## config.mk

```make
export PLATFORM = sky130hd
export DESIGN_NAME = systolic_2x2_sequencer_flat
export DESIGN_NICKNAME = d
export VERILOG_FILES = /design/src/rtl/systolic_2x2_sequencer_if.sv /design/src/rtl/systolic_2x2_sequencer.sv /design/src/flat_wrapper.sv
export SDC_FILE = /design/constraint.sdc
export NUM_CORES = 1
export LEC_CHECK = 0
export ABC_AREA = 1
export CAP_MARGIN = 20
export CORE_MARGIN = 8
export CORE_UTILIZATION = 60
export CTS_CLUSTER_DIAMETER = 30
export DETAILED_ROUTE_END_ITERATION = 16
export DONT_BUFFER_PORTS = 1
export PLACE_DENSITY_LB_ADDON = 0.08
export SYNTH_ARGS = -nofsm -noshare
export SYNTH_HDL_FRONTEND = slang
export SYNTH_SLANG_ARGS = --single-unit
export TNS_END_PERCENT = 50
```

## constraint.sdc

```tcl
create_clock -name clk -period 27.6 [get_ports clk]
set_clock_uncertainty 0.1 [all_clocks]
set_input_delay 5.52 -clock clk [delete_from_list [all_inputs] [get_ports clk]]
set_output_delay 5.52 -clock clk [all_outputs]
set_load 0.05 [all_outputs]
```

## src/rtl/systolic_2x2_sequencer_if.sv

```systemverilog
// Stream and array-side bundle for the 2x2 systolic sequencer.
// The sequencer connects through slave; the host/array side connects through master.
interface systolic_2x2_sequencer_if #(
    parameter int unsigned DATA_WIDTH = 16,
    parameter int unsigned ACC_WIDTH  = 32
);
    logic                         cfg_valid;
    logic                         cfg_ready;
    logic signed [DATA_WIDTH-1:0] cfg_weight;
    logic                         act_valid;
    logic                         act_ready;
    logic signed [DATA_WIDTH-1:0] act_data;
    logic                         act_last;
    logic                         load_en;
    logic signed [DATA_WIDTH-1:0] weight_out;
    logic signed [DATA_WIDTH-1:0] data_out;
    logic signed [ACC_WIDTH-1:0]  row0_in;
    logic signed [ACC_WIDTH-1:0]  row1_in;
    logic                         res_valid;
    logic                         res_ready;
    logic signed [ACC_WIDTH-1:0]  res_row0;
    logic signed [ACC_WIDTH-1:0]  res_row1;
    logic                         busy;

    modport slave (
        input  cfg_valid, cfg_weight, act_valid, act_data, act_last,
        input  row0_in, row1_in, res_ready,
        output cfg_ready, act_ready, load_en, weight_out, data_out,
        output res_valid, res_row0, res_row1, busy
    );

    modport master (
        output cfg_valid, cfg_weight, act_valid, act_data, act_last,
        output row0_in, row1_in, res_ready,
        input  cfg_ready, act_ready, load_en, weight_out, data_out,
        input  res_valid, res_row0, res_row1, busy
    );
endinterface

```

## src/rtl/systolic_2x2_sequencer.sv

```systemverilog
// Weight loader, activation issuer and credit-controlled result FIFO
// placed in front of a 2x2 weight-stationary systolic array.
module systolic_2x2_sequencer #(
    parameter int unsigned DATA_WIDTH     = 16,
    parameter int unsigned ACC_WIDTH      = 32,
    parameter int unsigned RESULT_LATENCY = 2,
    parameter int unsigned FIFO_DEPTH     = 4
) (
    input logic                    clk,
    input logic                    rst,
    systolic_2x2_sequencer_if.slave bus
);
    localparam logic [1:0] S_IDLE   = 2'd0;
    localparam logic [1:0] S_LOAD   = 2'd1;
    localparam logic [1:0] S_STREAM = 2'd2;
    localparam logic [1:0] S_DRAIN  = 2'd3;

    localparam int unsigned PW = (FIFO_DEPTH > 1) ? $clog2(FIFO_DEPTH) : 1;
    localparam int unsigned CW = $clog2(FIFO_DEPTH + 1);
    localparam int unsigned IW = $clog2(RESULT_LATENCY + 1);

    typedef struct packed {
        logic signed [ACC_WIDTH-1:0] row0;
        logic signed [ACC_WIDTH-1:0] row1;
    } result_t;

    logic [1:0]                state, state_n;
    logic [1:0]                wcnt, wcnt_n;
    logic [RESULT_LATENCY-1:0] tok, tok_n;
    logic [IW-1:0]             inflight, inflight_n;
    logic [CW-1:0]             count, count_n;
    logic [PW-1:0]             wr_ptr, rd_ptr;
    result_t                   mem [FIFO_DEPTH];
    logic                      cfg_ready_n, act_ready_n, busy_n;
    logic                      cfg_acc, act_acc, push, pop;

    assign cfg_acc = bus.cfg_valid && bus.cfg_ready;
    assign act_acc = bus.act_valid && bus.act_ready;
    assign push    = tok[RESULT_LATENCY-1];
    assign pop     = bus.res_valid && bus.res_ready;

    assign bus.res_row0 = mem[rd_ptr].row0;
    assign bus.res_row1 = mem[rd_ptr].row1;

    // Next-state, token pipeline and credit accounting; ready flags are precomputed for registering.
    always_comb begin
        state_n = state;
        wcnt_n  = wcnt;
        case (state)
            S_IDLE: begin
                if (cfg_acc) begin
                    state_n = S_LOAD;
                    wcnt_n  = 2'd1;
                end
            end
            S_LOAD: begin
                if (cfg_acc) begin
                    if (wcnt == 2'd3) begin
                        state_n = S_STREAM;
                        wcnt_n  = 2'd0;
                    end else begin
                        wcnt_n = wcnt + 2'd1;
                    end
                end
            end
            S_STREAM: begin
                if (act_acc && bus.act_last) state_n = S_DRAIN;
            end
            S_DRAIN: begin
                if ((inflight == '0) && (count == '0)) state_n = S_IDLE;
            end
            default: state_n = S_IDLE;
        endcase

        tok_n       = RESULT_LATENCY'({tok, act_acc});
        inflight_n  = inflight + IW'(act_acc) - IW'(push);
        count_n     = count + CW'(push) - CW'(pop);
        cfg_ready_n = (state_n == S_IDLE) || (state_n == S_LOAD);
        act_ready_n = (state_n == S_STREAM) &&
                      ((32'(inflight_n) + 32'(count_n)) < FIFO_DEPTH);
        busy_n      = (state_n != S_IDLE);
    end

    always_ff @(posedge clk or posedge rst) begin
        if (rst) begin
            state          <= S_IDLE;
            wcnt           <= '0;
            tok            <= '0;
            inflight       <= '0;
            count          <= '0;
            wr_ptr         <= '0;
            rd_ptr         <= '0;
            bus.cfg_ready  <= 1'b1;
            bus.act_ready  <= 1'b0;
            bus.busy       <= 1'b0;
            bus.load_en    <= 1'b0;
            bus.weight_out <= '0;
            bus.data_out   <= '0;
            bus.res_valid  <= 1'b0;
            for (int i = 0; i < int'(FIFO_DEPTH); i++) mem[i] <= '0;
        end else begin
            state          <= state_n;
            wcnt           <= wcnt_n;
            tok            <= tok_n;
            inflight       <= inflight_n;
            count          <= count_n;
            bus.cfg_ready  <= cfg_ready_n;
            bus.act_ready  <= act_ready_n;
            bus.busy       <= busy_n;
            bus.res_valid  <= (count_n != '0);
            bus.load_en    <= cfg_acc;
            if (cfg_acc) bus.weight_out <= bus.cfg_weight;
            // Idle cycles present zero so the array sees no stale activation.
            bus.data_out   <= act_acc ? bus.act_data : '0;
            if (push) begin
                mem[wr_ptr] <= '{row0: bus.row0_in, row1: bus.row1_in};
                wr_ptr      <= wr_ptr + PW'(1);
            end
            if (pop) rd_ptr <= rd_ptr + PW'(1);
        end
    end
endmodule

```

## src/flat_wrapper.sv

```systemverilog
// flat-port wrapper written by rule: the top's interface ports become plain ports
module systolic_2x2_sequencer_flat 
#(
    parameter int unsigned DATA_WIDTH     = 16,
    parameter int unsigned ACC_WIDTH      = 32,
    parameter int unsigned RESULT_LATENCY = 2,
    parameter int unsigned FIFO_DEPTH     = 4
)
  (clk, rst, bus_cfg_valid, bus_cfg_weight, bus_act_valid, bus_act_data, bus_act_last, bus_row0_in, bus_row1_in, bus_res_ready, bus_cfg_ready, bus_act_ready, bus_load_en, bus_weight_out, bus_data_out, bus_res_valid, bus_res_row0, bus_res_row1, bus_busy);
  systolic_2x2_sequencer_if #(.DATA_WIDTH(DATA_WIDTH), .ACC_WIDTH(ACC_WIDTH)) bus_i ();
  input logic clk;
  input logic rst;
  input wire logic [$bits(bus_i.cfg_valid)-1:0] bus_cfg_valid;
  input wire logic [$bits(bus_i.cfg_weight)-1:0] bus_cfg_weight;
  input wire logic [$bits(bus_i.act_valid)-1:0] bus_act_valid;
  input wire logic [$bits(bus_i.act_data)-1:0] bus_act_data;
  input wire logic [$bits(bus_i.act_last)-1:0] bus_act_last;
  input wire logic [$bits(bus_i.row0_in)-1:0] bus_row0_in;
  input wire logic [$bits(bus_i.row1_in)-1:0] bus_row1_in;
  input wire logic [$bits(bus_i.res_ready)-1:0] bus_res_ready;
  output wire logic [$bits(bus_i.cfg_ready)-1:0] bus_cfg_ready;
  output wire logic [$bits(bus_i.act_ready)-1:0] bus_act_ready;
  output wire logic [$bits(bus_i.load_en)-1:0] bus_load_en;
  output wire logic [$bits(bus_i.weight_out)-1:0] bus_weight_out;
  output wire logic [$bits(bus_i.data_out)-1:0] bus_data_out;
  output wire logic [$bits(bus_i.res_valid)-1:0] bus_res_valid;
  output wire logic [$bits(bus_i.res_row0)-1:0] bus_res_row0;
  output wire logic [$bits(bus_i.res_row1)-1:0] bus_res_row1;
  output wire logic [$bits(bus_i.busy)-1:0] bus_busy;
  assign bus_i.cfg_valid = bus_cfg_valid;
  assign bus_i.cfg_weight = bus_cfg_weight;
  assign bus_i.act_valid = bus_act_valid;
  assign bus_i.act_data = bus_act_data;
  assign bus_i.act_last = bus_act_last;
  assign bus_i.row0_in = bus_row0_in;
  assign bus_i.row1_in = bus_row1_in;
  assign bus_i.res_ready = bus_res_ready;
  assign bus_cfg_ready = bus_i.cfg_ready;
  assign bus_act_ready = bus_i.act_ready;
  assign bus_load_en = bus_i.load_en;
  assign bus_weight_out = bus_i.weight_out;
  assign bus_data_out = bus_i.data_out;
  assign bus_res_valid = bus_i.res_valid;
  assign bus_res_row0 = bus_i.res_row0;
  assign bus_res_row1 = bus_i.res_row1;
  assign bus_busy = bus_i.busy;
  systolic_2x2_sequencer #(.DATA_WIDTH(DATA_WIDTH), .ACC_WIDTH(ACC_WIDTH), .RESULT_LATENCY(RESULT_LATENCY), .FIFO_DEPTH(FIFO_DEPTH)) u_core (.clk(clk), .rst(rst), .bus(bus_i));
endmodule
```

# --- Yosys cells after proc, flatten, opt, wreduce, memory -nomap -nowiden ---
# Index checks and enable logic that the tools add are counted.
classes:
  addsub: 8
  magnitude_cmp: 4
  eq_ne: 8
  n_mux: 17
  bitwise_logic: 2
  n_reduce_logical: 16
ops:
  columns: ["op", "count"]
  rows:
  - ["$bwmux W256", 1]
  - ["$mux W64", 3]
  - ["$bmux W64 S2", 1]
  - ["$demux W64 S2", 1]
  - ["$lt A32 B3 Y1 const B", 1]
  - ["$mux W16", 1]
  - ["$mux W2", 8]
  - ["$eq A2 B2 Y1 const B", 4]
  - ["$pmux W2 S4", 1]
  - ["$logic_and A1 B1 Y1", 7]
  - ["$add A2 B1 Y2 const B", 3]
  - ["$ge A3 B3 Y1 const B", 2]
  - ["$logic_not A2 Y1", 3]
  - ["$not A2 Y3", 2]
  - ["$add A2 B3 Y4", 1]
  - ["$eq A2 B1 Y1 const B", 2]
  - ["$ne A2 B1 Y1 const B", 2]
  - ["$pmux W2 S2", 1]
  - ["$reduce_bool A2 Y1", 2]
  - ["$add A3 B1 Y3", 1]
  - ["$logic_not A3 Y1", 1]
  - ["$lt A3 B1 Y1 const B", 1]
  - ["$reduce_and A3 Y1", 1]
  - ["$reduce_bool A3 Y1", 1]
  - ["4 further kinds", 4]
word_totals:
  reg_bits: 308
  input_bits: 102
  wordCells: 77

# --- Longest topological paths before layout ---
logic_depth:
  depth_word: 6
  ltp_mapped: 14
  mapped_depth_nobuf: 14

# --- Least setup slack after synthesis ---
# No wires, ideal clock.
synth_timing:
  path_type: "input to register"
  start: "input port bus_res_ready"
  end: "register u_core.bus.act_ready"
  setup_time_ps: 72
  t_arrival_ps: 7238
  t_required_ps: 27428
  setup_slack_ps: 20191
  stages: 14
  path_buffers: 0
  path_cell_list: "nand2_1 -> inv_1 -> ha_1 -> inv_1 -> ha_1 -> inv_1 -> fa_1 -> inv_1 -> ha_1 -> nand3_1 -> nand2_1 -> nor2_1 -> nand2_1 -> nor2_1"
synth_between:
  elab_chain_cells: 5
synth_lines:
  columns: ["element", "line_no", "rtl"]
  rows:
  - ["start: declaration", "flat_wrapper.sv:20", "input wire logic [$bits(bus_i.res_ready)-1:0] bus_res_ready;"]
  - ["$logic_and A1 B1 Y1", "systolic_2x2_sequencer.sv:40", "assign pop = bus.res_valid && bus.res_ready;"]
  - ["named net u_core.pop", "systolic_2x2_sequencer.sv:35", "logic cfg_acc, act_acc, push, pop;"]
  - ["$sub A3 B1 Y3", "systolic_2x2_sequencer.sv:77", "count_n = count + CW'(push) - CW'(pop);"]
  - ["named net u_core.count_n[1]", "systolic_2x2_sequencer.sv:31", "logic [CW-1:0] count, count_n;"]
  - ["$add A2 B3 Y4", "systolic_2x2_sequencer.sv:80", "((32'(inflight_n) + 32'(count_n)) < FIFO_DEPTH);"]
  - ["$lt A32 B3 Y1", "systolic_2x2_sequencer.sv:80", null]
  - ["$logic_and A1 B1 Y1", "systolic_2x2_sequencer.sv:79", "act_ready_n = (state_n == S_STREAM) &&"]
  - ["named net u_core.act_ready_n", "systolic_2x2_sequencer.sv:34", "logic cfg_ready_n, act_ready_n, busy_n;"]
  - ["end signal: assignment", "systolic_2x2_sequencer.sv:108", "bus.act_ready <= act_ready_n;"]
  - ["end: declaration", "systolic_2x2_sequencer_if.sv:28", "output cfg_ready, act_ready, load_en, weight_out, data_out,"]
# The timed path passes the listed nets, and every way through them passes these cells.
# A chain may end at the register's enable or synchronous reset.

# --- Final worst setup path ---
layout_timing:
  start: "register u_core.rd_ptr[0]"
  end: "output port bus_res_row0[14]"
layout_between:
  elab_chain_cells: 4
layout_lines:
  columns: ["element", "line_no", "rtl"]
  rows:
  - ["start: declaration", "systolic_2x2_sequencer.sv:32", "logic [PW-1:0] wr_ptr, rd_ptr;"]
  - ["start signal: assignment", "systolic_2x2_sequencer.sv:119", "if (pop) rd_ptr <= rd_ptr + PW'(1);"]
  - ["$not A2 Y3 (not written as such)", "systolic_2x2_sequencer.sv:42", "assign bus.res_row0 = mem[rd_ptr].row0;"]
  - ["$bmux W64 S2", "systolic_2x2_sequencer.sv:42", null]
  - ["$mux W64 (not written as such) (2 in series)", "systolic_2x2_sequencer.sv:42", null]
  - ["end: declaration", "flat_wrapper.sv:27", "output wire logic [$bits(bus_i.res_row0)-1:0] bus_res_row0;"]
# No other way between the ends. The select of a mux whose other input is x is not followed.

==> flow_summary.json <==
{
  "status": "complete, no violations",
  "finalCriticalPeriod_ns": 9.14,
  "syn_avg_cell_area_sq_um": 9.55,
  "num_rows": 56,
  "place.gp.congestion": 0.751,
  "fin_ws_ns": 18.46,
  "netlist_instances": 1477,
  "startpoint_type": "flop",
  "tightest_slew_ns": 1.20,
  "drv_slew": 0,
  "fin_crit_sh_pct": 33.1,
  "setup_viol": 0,
  "cts_hold_buffers": 0,
  "total_power_mw": 2.47,
  "synth_top_area_share_pct": 54.5,
  "yosysTopAreaCell": "dfrtp_1",
  "htree_num_levels": 2,
  "syn_area_sq_um": 14100,
  "post_drt_via_cell_ratio": 5.46,
  "nets": 1566,
  "timing.slew.headroom_pct": 21.3,
  "syn_nets": 1590,
  "hold_class": "flop to flop",
  "crit_path_end_kind": "output pin",
  "hold_violations": 0,
  "drive_gt1_share_pct": 20.2,
  "ir_worst_vdd_v": 0.0000873,
  "finalSetupTns_ns": 0,
  "fillerInstances": 1847,
  "die_w_microns": 169,
  "final_area_sq_um": 16000,
  "multi_input_area_sq_um": 5080,
  "placed_area_sq_um": 13700,
  "hpwl_microns": 17500,
  "post_cts_buffers": 0,
  "rsz0062_at_grt": "no",
  "grt_overflow": 0,
  "critical_path_class": "flop to output pin",
  "busiest_layer": "met2",
  "synth_cell_types": 25,
  "powerDensity_nw_per_um2": 155,
  "ios": 203,
  "preCtsSetupSlack_ns": 19.04,
  "cp_max_fo": 88,
  "io_buffers": 0,
  "clock_latency_ns": 0.55,
  "synth_top_family_by_area": "compound AO/OA/AOI/OAI gates",
  "synth-simple-area-share_pct": 13.4,
  "die_h_microns": 169,
  "worstPathRequired_ns": 21.98,
  "leakage_nw": 7.72,
  "drt_iter0_drc": 908,
  "dieArea_sq_um": 28700,
  "r2r-start": "u_core.tok[1]$_DFF_PP0_",
  "seq_area_sq_um": 7710,
  "cts_made_buffers": 60,
  "grt_use_met2_pct": 34.5,
  "max_freq_mhz": 109,
  "vias": 9955,
  "yosys_register_bits": 308,
  "cp_top_family": "buffers and inverters",
  "yosys.area_share.adder_pct": 1.03,
  "cts_tree": "yes",
  "met1_usage_pct": 29.5,
  "grt_start_max_net_pins": 171,
  "post_cts_resized": 0,
  "postRouteAntennaNets": 0,
  "worst_path_max_delay_cell": "o22ai_1",
  "grt_pass1_vias": 10000,
  "wl_microns": 31500,
  "yosys.area_share.xor_xnor_pct": 0.248,
  "worst_path_largest_cell_delay_ns": 0.95,
  "core_sq_um": 23300,
  "cts.path.max_buffers": 3,
  "cts.sink_count": 308,
  "critPathBufInv": 2,
  "grt_pass1_wl_microns": 52100,
  "synthMuxAreaShare_pct": 0,
  "initial_utilization_pct": 60.6,
  "synth_area_leaders": "dfrtp_1, o21ai_2, nand2_1",
  "antenna_found_initial": 2,
  "maxCapViolations": 0,
  "path_clk_slew_ns": 0.05,
  "drc": 0,
  "min_from": "u_core.tok[0]$_DFF_PP0_",
  "worstPathCellList": "inv_4 > buf_4 > o21ai_0 > o22ai_1",
  "worstPathArrival_ns": 3.52,
  "antenna_cells": 0,
  "syn_to_final_growth_pct": 13.2,
  "synth-compound-area-share_pct": 21.0,
  "drtPass1Iterations": 5,
  "grt_usage_pct": 22.1,
  "routedWlPerCell_microns": 17.3,
  "use_met3_pct": 7.23,
  "crit_start": "u_core.rd_ptr[0]$_DFFE_PP0P_",
  "yosysSeqAreaShare_pct": 54.6,
  "yosys_warnings": 0,
  "cts-root-buf": "clkbuf_16"
}
==> area by class of cell <==
type | count | share of cell area [%]
clock buffer | 72 | 10.4
clock inverter | 40 | 3.53
inverter | 106 | 2.56
multi-input combinational | 962 | 31.8
sequential | 308 | 48.3
tap | 319 | 2.50
timing repair buffer | 15 | 0.909
==> cells in the mapped netlist <==
master,n
nand2_1,322
dfrtp_1,307
o21ai_2,164
nor2_1,158
o21ai_1,149
inv_1,103
o21ai_0,73
buf_6,70
o22ai_1,64
buf_4,15
ha_1,10
clkbuf_1,9
buf_2,7
nand3_1,7
nand2_2,5
xor2_1,3
inv_2,2
nor2_2,2
a22o_1,1
a22oi_1,1
clkinv_2,1
dfstp_2,1
fa_1,1
nand4_1,1
xnor2_1,1
==> state kept, by name (all words and copies together), names as in the netlist <==
register and cells:
u_core.inflight 2, u_core.state 2, u_core.bus.load_en 1, u_core.wr_ptr 2, u_core.mem 256, u_core.bus.act_ready 1, u_core.bus.data_out 16, u_core.bus.res_valid 1
u_core.wcnt 2, u_core.bus.busy 1, u_core.rd_ptr 2, u_core.count 3, u_core.bus.weight_out 16, u_core.tok 2, u_core.bus.cfg_ready 1
==> cells by family after synthesis <==
| group | after synthesis |
|---|---|
| xor gates and xnor gates | 4 |
| DFF | 308 |
| and+or+nand+nor | 495 |
| adders and majority gates | 11 |
| buffers and inverters | 207 |
| AOI/OAI and AO/OA | 452 |
==> final timing paths <==
path,endpoint,slack [ns],cells after the start
setup / recovery,bus_res_row0[14],18.46,4
setup reg to reg,u_core.bus.act_ready$_DFF_PP0_,24.79,13
hold / removal,u_core.tok[1]$_DFF_PP0_,0.25,0
max in group asynchronous,u_core.rd_ptr[0]$_DFFE_PP0P_,21.00,2
min in group asynchronous,u_core.mem[231]$_DFFE_PP0P_,4.88,1
hold reg to reg,u_core.tok[1]$_DFF_PP0_,0.25,0
==> where the power goes <==
group / switching [mW] / leakage [nW] / total [mW] / internal [mW]
logic: 0.655 / 3.30 / 0.886 / 0.231
clock network: 0.239 / 1.08 / 0.779 / 0.540
registers: 0.163 / 3.34 / 0.808 / 0.645
total: 1.06 / 7.72 / 2.47 / 1.42
==> through the flow <==
| step | cells | utilization (%) | hold slack, ns |
|---|---|---|---|
| finish | 1822 | 68.6 | 0.249 |
| global route | 1822 | 68.6 | 0.255 |
| CTS | 1818 | 68.4 | 0.249 |
| detailed placement | 1706 | 58.9 | 0.238 |
| global placement | 1700 | 58.7 | 0.235 |
| floorplan | 1477 | - | 0.231 |
==> layer usage <==
metal	part of all wire [%]	wire length [microns]	vias to the layer above
li1	-	-	4841
met2	46	14400	296
met1	45	14000	4769
met4	1.6	513	4
met5	0.070	22	-
met3	8.0	2520	45
==> cell usage in the layout (no fill, tap or decap), types with 2 or more instances in the layout <==
cell,n
bufinv_16,12
clkbuf_16,61
o21ai_2,164
ha_1,10
xor2_1,3
nand2_8,3
inv_6,7
clkinv_4,5
o22ai_1,64
buf_4,13
nand3_1,7
nand2_1,322
o21ai_1,149
clkbuf_8,9
nor2_2,2
nor2_1,158
clkbuf_1,2
o21ai_0,73
clkinvlp_4,7
clkinv_2,10
inv_1,102
dfrtp_1,305
Power figures use the tool's default switching activity.
